File: config.mk
export PLATFORM = sky130hd
export DESIGN_NAME = instr_fetch
export DESIGN_NICKNAME = d
export VERILOG_FILES = /design/src/rtl/instr_fetch.sv
export SDC_FILE = /design/constraint.sdc
export NUM_CORES = 1
export LEC_CHECK = 0
export ABC_AREA = 1
export CAP_MARGIN = 20
export CORE_MARGIN = 2
export CORE_UTILIZATION = 25
export CTS_BUF_LIST = sky130_fd_sc_hd__clkbuf_8
export DETAILED_ROUTE_END_ITERATION = 8
export HOLD_SLACK_MARGIN = 0.05
export SETUP_SLACK_MARGIN = 0.3
export SYNTH_ARGS = -nofsm -noshare
export SYNTH_HDL_FRONTEND = slang
export SYNTH_SLANG_ARGS = --single-unit
File: constraint.sdc
create_clock -name clk -period 1.5 [get_ports clk]
set_clock_uncertainty 0.1 [all_clocks]
set_input_delay 0.3 -clock clk [delete_from_list [all_inputs] [get_ports clk]]
set_output_delay 0.3 -clock clk [all_outputs]
set_load 0.02 [all_outputs]
File: src/rtl/instr_fetch.sv
// Instruction fetch stage: PC, IF/ID register with valid/ready handoff, redirect and EBREAK halt.
// Optional IF_PERF_EN macro adds load/redirect performance counters.
module instr_fetch #(
    parameter int                 ADDR_W   = 8,
    parameter logic [ADDR_W-1:0]  RESET_PC = '0,
    parameter logic [31:0]        EBREAK_W = 32'h0010_0073
) (
    input  logic              clk,
    input  logic              rst_n,
    input  logic              fetch_en,
    output logic [ADDR_W-1:0] imem_addr,
    input  logic [31:0]       imem_instr,
    output logic              id_valid,
    input  logic              id_ready,
    output logic [31:0]       id_instr,
    output logic [ADDR_W-1:0] id_pc,
    input  logic              redirect_valid,
    input  logic [ADDR_W-1:0] redirect_pc,
    output logic              halted
`ifdef IF_PERF_EN
    ,
    output logic [31:0]       perf_fetch_cnt,
    output logic [15:0]       perf_redirect_cnt
`endif
);

    typedef enum logic [1:0] {
        ST_IDLE = 2'd0,
        ST_RUN  = 2'd1,
        ST_HALT = 2'd2
    } state_t;

    state_t            state_q;
    logic [ADDR_W-1:0] pc_q;
    logic [ADDR_W-1:0] pc_d;
    logic [ADDR_W-1:0] redirect_target;
    logic              valid_q;
    logic [31:0]       instr_q;
    logic [ADDR_W-1:0] id_pc_q;
    logic              load;

    // Sequential next PC wraps naturally at ADDR_W bits.
    assign pc_d            = pc_q + ADDR_W'(4);
    assign redirect_target = redirect_pc & ~ADDR_W'(3);
    assign load            = (state_q == ST_RUN) && fetch_en &&
                             (!valid_q || id_ready) && !redirect_valid;

    assign imem_addr = pc_q;
    assign id_valid  = valid_q;
    assign id_instr  = instr_q;
    assign id_pc     = id_pc_q;
    assign halted    = (state_q == ST_HALT);

    always_ff @(posedge clk) begin
        if (!rst_n) begin
            state_q <= ST_IDLE;
            pc_q    <= RESET_PC;
            valid_q <= 1'b0;
            instr_q <= '0;
            id_pc_q <= '0;
        end else if (redirect_valid) begin
            // Redirect flushes IF/ID regardless of id_ready; IDLE stays IDLE.
            pc_q    <= redirect_target;
            valid_q <= 1'b0;
            if (state_q != ST_IDLE) begin
                state_q <= ST_RUN;
            end
        end else begin
            case (state_q)
                ST_IDLE: if (fetch_en) state_q <= ST_RUN;
                ST_RUN:  if (load && (imem_instr == EBREAK_W)) state_q <= ST_HALT;
                ST_HALT: state_q <= ST_HALT;
                default: state_q <= ST_IDLE;
            endcase
            if (load) begin
                instr_q <= imem_instr;
                id_pc_q <= pc_q;
                valid_q <= 1'b1;
                pc_q    <= pc_d;
            end else if (valid_q && id_ready) begin
                valid_q <= 1'b0;
            end
        end
    end

`ifdef IF_PERF_EN
    logic [31:0] fetch_cnt_q;
    logic [15:0] redirect_cnt_q;

    always_ff @(posedge clk) begin
        if (!rst_n) begin
            fetch_cnt_q    <= '0;
            redirect_cnt_q <= '0;
        end else begin
            if (load)           fetch_cnt_q    <= fetch_cnt_q + 32'd1;
            if (redirect_valid) redirect_cnt_q <= redirect_cnt_q + 16'd1;
        end
    end

    assign perf_fetch_cnt    = fetch_cnt_q;
    assign perf_redirect_cnt = redirect_cnt_q;
`endif

endmodule

# Yosys cells after proc, flatten, opt, wreduce, memory -nomap -nowiden
# Cells that the tools add are included.
[totals]
reg_bits = 51
latch_bits = 0
ram_bits = 0
rom_bits = 0
n_memories = 0
[op_classes]
addsub = 1
multipliers = 0
n_div = 0
n_lt_le_gt_ge = 0
eq_ne = 6
shift = 0
muxes = 9
n_bitwise = 2
reduce_logical = 15
[op_table]
columns = ["operator", "n"]
rows = [
  ["$eq 32x21->1 const B", 1],
  ["$mux 8", 2],
  ["$add 8x3->8 const B", 1],
  ["$mux 2", 4],
  ["$pmux 2 s3", 1],
  ["$reduce_bool 2->1", 3],
  ["$logic_and 1x1->1", 5],
  ["$ne 3x2->1 const B", 1],
  ["$ne 3x3->1 const B", 1],
  ["$reduce_and 3->1", 1],
  ["$eq 2x1->1 const B", 1],
  ["$eq 2x2->1 const B", 1],
  ["$logic_not 1->1", 2],
  ["$logic_not 2->1", 1],
  ["$mux 1", 2],
  ["$ne 2x1->1 const B", 1],
  ["$not 1->1", 2],
  ["$reduce_and 2->1", 1],
  ["$reduce_or 2->1", 1],
  ["$logic_or 1x1->1", 1],
]

# Depth between registers and ports, before layout
[depth]
word_depth = 8
ltp_mapped = 11
depth_no_buf = 10

# Worst setup path before layout
# OpenSTA, ideal clock, no wires.
[synth_path]
kind = "reg2reg"
start = "register state_q[1]"
end = "register state_q[0]"
t_arrival_ns = 1.275
required_ns = 1.287
path_slack_ns = 0.013
stages_incl_launch_ff = 11
path_cell_list = "dfxtp_1 inv_1 ha_1 nand2_4 nor2_4 buf_6 nand3_4 o21bai_4 nand2_1 nor2_1 nor2_1"
[synth_between]
elab_chain_len = 7
[synth_lines]
columns = ["element", "line", "rtl"]
rows = [
  ["start, declared", "33", "state_t state_q;"],
  ["start signal, assigned", "56", "state_q <= ST_IDLE;"],
  ["start signal, assigned", "66", "state_q <= ST_RUN;"],
  ["start signal, assigned", "70", "ST_IDLE: if (fetch_en) state_q <= ST_RUN;"],
  ["$eq 2x1->1", "45, 69", ""],
  ["$logic_and 1x1->1 (2 in a row)", "45", "assign load = (state_q == ST_RUN) && fetch_en &&"],
  ["$logic_and 1x1->1", "46", "(!valid_q || id_ready) && !redirect_valid;"],
  ["$logic_and 1x1->1", "71", "ST_RUN: if (load && (imem_instr == EBREAK_W)) state_q <= ST_HALT;"],
  ["$ne 3x2->1 (no line)", "-", ""],
  ["$reduce_and 3->1 (no line)", "-", ""],
]
# Parallel ways exist; a longest one is shown, timed or not.
# A chain may end at the register's enable or synchronous reset.

# Worst setup path after layout
[layout_path]
start = "register state_q[0]"
end = "register state_q[1]"
# Same word-level chain as after synthesis.

==> run_results.csv <==
group,metric,value,unit
logic_synthesis,synth_most_common_cell,"nor2_1",
sta,setup_viol,3,
cells_and_area,drive_gt1_share,43.8,%
worst_setup_path,required,1.60,ns
route,ant_nets,0,
grt,use_met1,16.9,%
logic_synthesis,ys_seq_area_share,47.0,%
worst_setup_path,cp.depth,9,
placed_design,pre_cts_ws,-0.379,ns
grt,overflow,0,
status,outcome,"finished, violations left",
sta,fin_crit_sh,105,%
status,violations,"negative setup slack",
worst_setup_path,worstSetupStartpointType,"flop",
clock_tree,clk_latency,0.29,ns
floorplanning,die-area,0.00873,mm²
sta,fin_ws,-0.0723,ns
floorplanning,core_area,0.00773,mm²
logic_synthesis,yosys.area.top_type,"dfxtp_1",
sta,finalCriticalPeriod,1.57,ns
worst_setup_path,rr_startpoint,"state_q[0]$_SDFFE_PN0P_",
logic_synthesis,avgSynthCellArea,7.44,µm²
floorplanning,die_w,93.5,µm
grt,grt_pass1_wl,9740,µm
sta,slew_viol_final,0,
logic_synthesis,async_flop_share,0,%
cells_and_area,fin_util,47.4,%
clock_tree,cts_max_level,2,
worst_setup_path,cp.arrival,1.67,ns
worst_setup_path,rrSetupSlack,-0.07,ns
placed_design,post-place-cells,480,
logic_synthesis,syn-cell-area,0.00200,mm²
worst_setup_path,crit_type,"reg -> reg",
worst_setup_path,cpPeakStageDelay,0.35,ns
sta,rsz0062_at_grt,"true",
sta,fin_hold_ws,0.282,ns
logic_synthesis,yosys-top-cells-area,"dfxtp_1 (47%), nor2_1 (17%), o21ai_0 (9.5%)",
cells_and_area,fin_nets,450,
worst_hold_path,hold_depth,3,
grt,grt_usage,13.8,%
grt,grtUsageMet3,3.71,%
grt,grt_pass1_vias,2099,
flow_run,drv_cap,0,
clock_tree,path_clk_slew,0.09,ns
worst_hold_path,hold_end,"id_instr[14]$_SDFFE_PN0P_",
clock_tree,clkSinkCount,47,
worst_setup_path,cp_slowest_cell,"dfxtp_2",
route,drt_iter0_drc,73,
pwr,p_total,3960,µW
worst_hold_path,hp-class,"in -> reg",
grt,grt_max_degree,27,
worst_setup_path,path_cells,"buf_6 -> ha_4 -> nand2_4 -> buf_4 -> buf_4 -> o21bai_4 -> buf_4 -> a21oi_2 -> nor2_1",
logic_synthesis,synth_edf_count,0,
logic_synthesis,yosysUniqueCellTypes,26,
worst_setup_path,worstReg2RegEnd,"state_q[1]$_SDFFE_PN0P_",
pwr,leakage,0.00171,µW
floorplanning,ioPinCount,95,
floorplanning,die_h,93.5,µm
worst_setup_path,rr_worst_depth,9,
logic_synthesis,yosysTopAreaCellShare,47.0,%
clock_tree,cts_buffers,5,
logic_synthesis,syn_inst,269,
worst_setup_path,crit_buf_inv,4,
sta,max_freq,636,MHz
placed_design,io_buffer_count,88,
worst_hold_path,hold_start,"imem_instr[14]",
floorplanning,rows,32,
worst_setup_path,crit_fanout,4,
grt,grt.busiest_layer,"met2",
route,routed_wl,6160,µm
grt,antenna_found_initial,0,
worst_setup_path,crit_path_end_kind,"flop",
route,drc,0,
grt,met2_usage,24.3,%
route,drt-pass1-iter-count,4,
cells_and_area,stdcell_count,504,
floorplanning,start_util,25.9,%
clock_tree,cts_hold_buf,0,
cells_and_area,synthToLayoutAreaGrowth,83.2,%
clock_tree,cts_root_buf,"clkbuf_8",
worst_setup_path,worst_path_most_repeated_cell,"buf_4",
sta,hold_viol,0,
cells_and_area,fillers,770,
clock_tree,clockBufferDepth,2,
placed_design,gp_congestion,0.762,
route,num_vias,2141,
logic_synthesis,yosysWarnings,0,
placed_design,dp_hpwl,4370,µm
clock_tree,cts_tree,"built",
logic_synthesis,synthFlopType,"dfxtp_1",
logic_synthesis,yosys-top-cells-count,"nor2_1 (89), dfxtp_1 (47), o21ai_0 (38), nand2_1 (30), inv_1 (11)",
logic_synthesis,ys_ff_latch,47,
cells_and_area,antenna_cells,0,
pwr,power_density,1080,mW/mm²
route,wl_per_cell,12.2,µm
pwr,ir_drop,0.486,mV
worst_setup_path,critPathTopFamily,"buffers and inverters",
route,viasPerCell,4.25,
-- cell type report --
class                           instances  area [µm²]  share of cell area, %
Clock inverter                          2        35.0                  0.956
Inverter                               13        58.8                   1.60
Sequential cell                        47        1010                   27.5
Multi-Input combinational cell        195        1020                   27.9
Tap cell                              102         128                   3.48
Clock buffer                            6        82.6                   2.25
Timing Repair Buffer                  139        1330                   36.3
-- stage by stage --
stage                     cell area (µm²)  TNS (ns)
after CTS                            3400   -0.0392
after global placement               3260    -11.57
after global routing                 3660     -2.64
final                                3660    -0.113
after detailed placement             3260    -12.38
after floorplan                      2050         0
-- routing by layer --
metal | routed length, µm | up-vias
met3 | 371 | 5
met1 | 2680 | 967
met2 | 3070 | 56
met5 | 0 | -
li1 | - | 1113
met4 | 36 | 0
-- kinds of logic (layout without fill, tap and decap cells) --
group           Yosys count  after routing  share of synthesized area, %
compound gates           53             53                          14.6
simple gates            130            130                          26.4
fa+ha+maj                 4              4                          2.50
other cells               1              4                         0.187
buf+inv                  30            160                          7.50
xor+xnor                  4              4                          1.75
flops                    47             47                          47.0
-- report_power, final --
group / total, µW / leakage (µW) / internal (µW) / switching (µW)
Clock: 972 / 0.0000612 / 540 / 432
Combinational: 1420 / 0.00124 / 730 / 689
Sequential: 1570 / 0.000405 / 1440 / 129
-- cells in the final DEF (no fill, tap or decap), types with 2 or more instances in the layout --
master           synthesis  layout
a21oi_1                  8       6
a21oi_2                  0       2
a221oi_2                 0       2
a31oi_1                  3       3
buf_12                   0       5
buf_4                    4      56
buf_6                    2      35
clkbuf_8                 0       6
clkdlybuf4s50_1          0      23
conb_1                   1       4
dfxtp_2                  0      42
dfxtp_4                  0       4
dlygate4sd2_1            0      18
ha_4                     0       3
inv_1                   11       8
inv_2                    1       2
inv_4                    0       2
nand2_1                 30      27
nand2_2                  0       2
nand2_4                  1       2
nand3_1                  6       4
nand3_4                  1       2
nor2_1                  89      87
nor2_2                   0       2
o21ai_0                 38      33
o21ai_1                  0       4
xor2_1                   4       4
-- worst reg2reg max path, cell delays in order (launching register included) --
cell and delay, ns:
dfxtp_2 0.35, buf_6 0.10, ha_4 0.14, nand2_4 0.06, buf_4 0.13, buf_4 0.12, o21bai_4 0.18, buf_4 0.14
a21oi_2 0.10, nor2_1 0.05
-- repair_timing --
| item | CTS | global route |
|---|---|---|
| cloned | 0 | 0 |
| pin swaps | 22 | 10 |
| endpoints found under the setup margin | 93 | 93 |
| buffers inserted | 10 | 6 |
| gates resized for setup | 276 | 81 |
-- registers in the layout, indices dropped and copies added, names as in the netlist --
signal	flops
id_instr	32
id_pc	6
imem_addr	6
state_q	2
id_valid	1
-- how the worst max path moves through the flow --
stage                     slack (ns)                       to                     from
after floorplan                 0.08  state_q[0]$_SDFFE_PN0P_  state_q[0]$_SDFFE_PN0P_
after global placement         -0.35  state_q[0]$_SDFFE_PN0P_           imem_instr[11]
after detailed placement       -0.38  state_q[0]$_SDFFE_PN0P_           imem_instr[11]
after CTS                      -0.04  state_q[0]$_SDFFE_PN0P_  state_q[0]$_SDFFE_PN0P_
after global routing           -0.12  state_q[0]$_SDFFE_PN0P_  state_q[0]$_SDFFE_PN0P_
final                          -0.07  state_q[1]$_SDFFE_PN0P_  state_q[0]$_SDFFE_PN0P_
(Power assumes the default switching activity.)
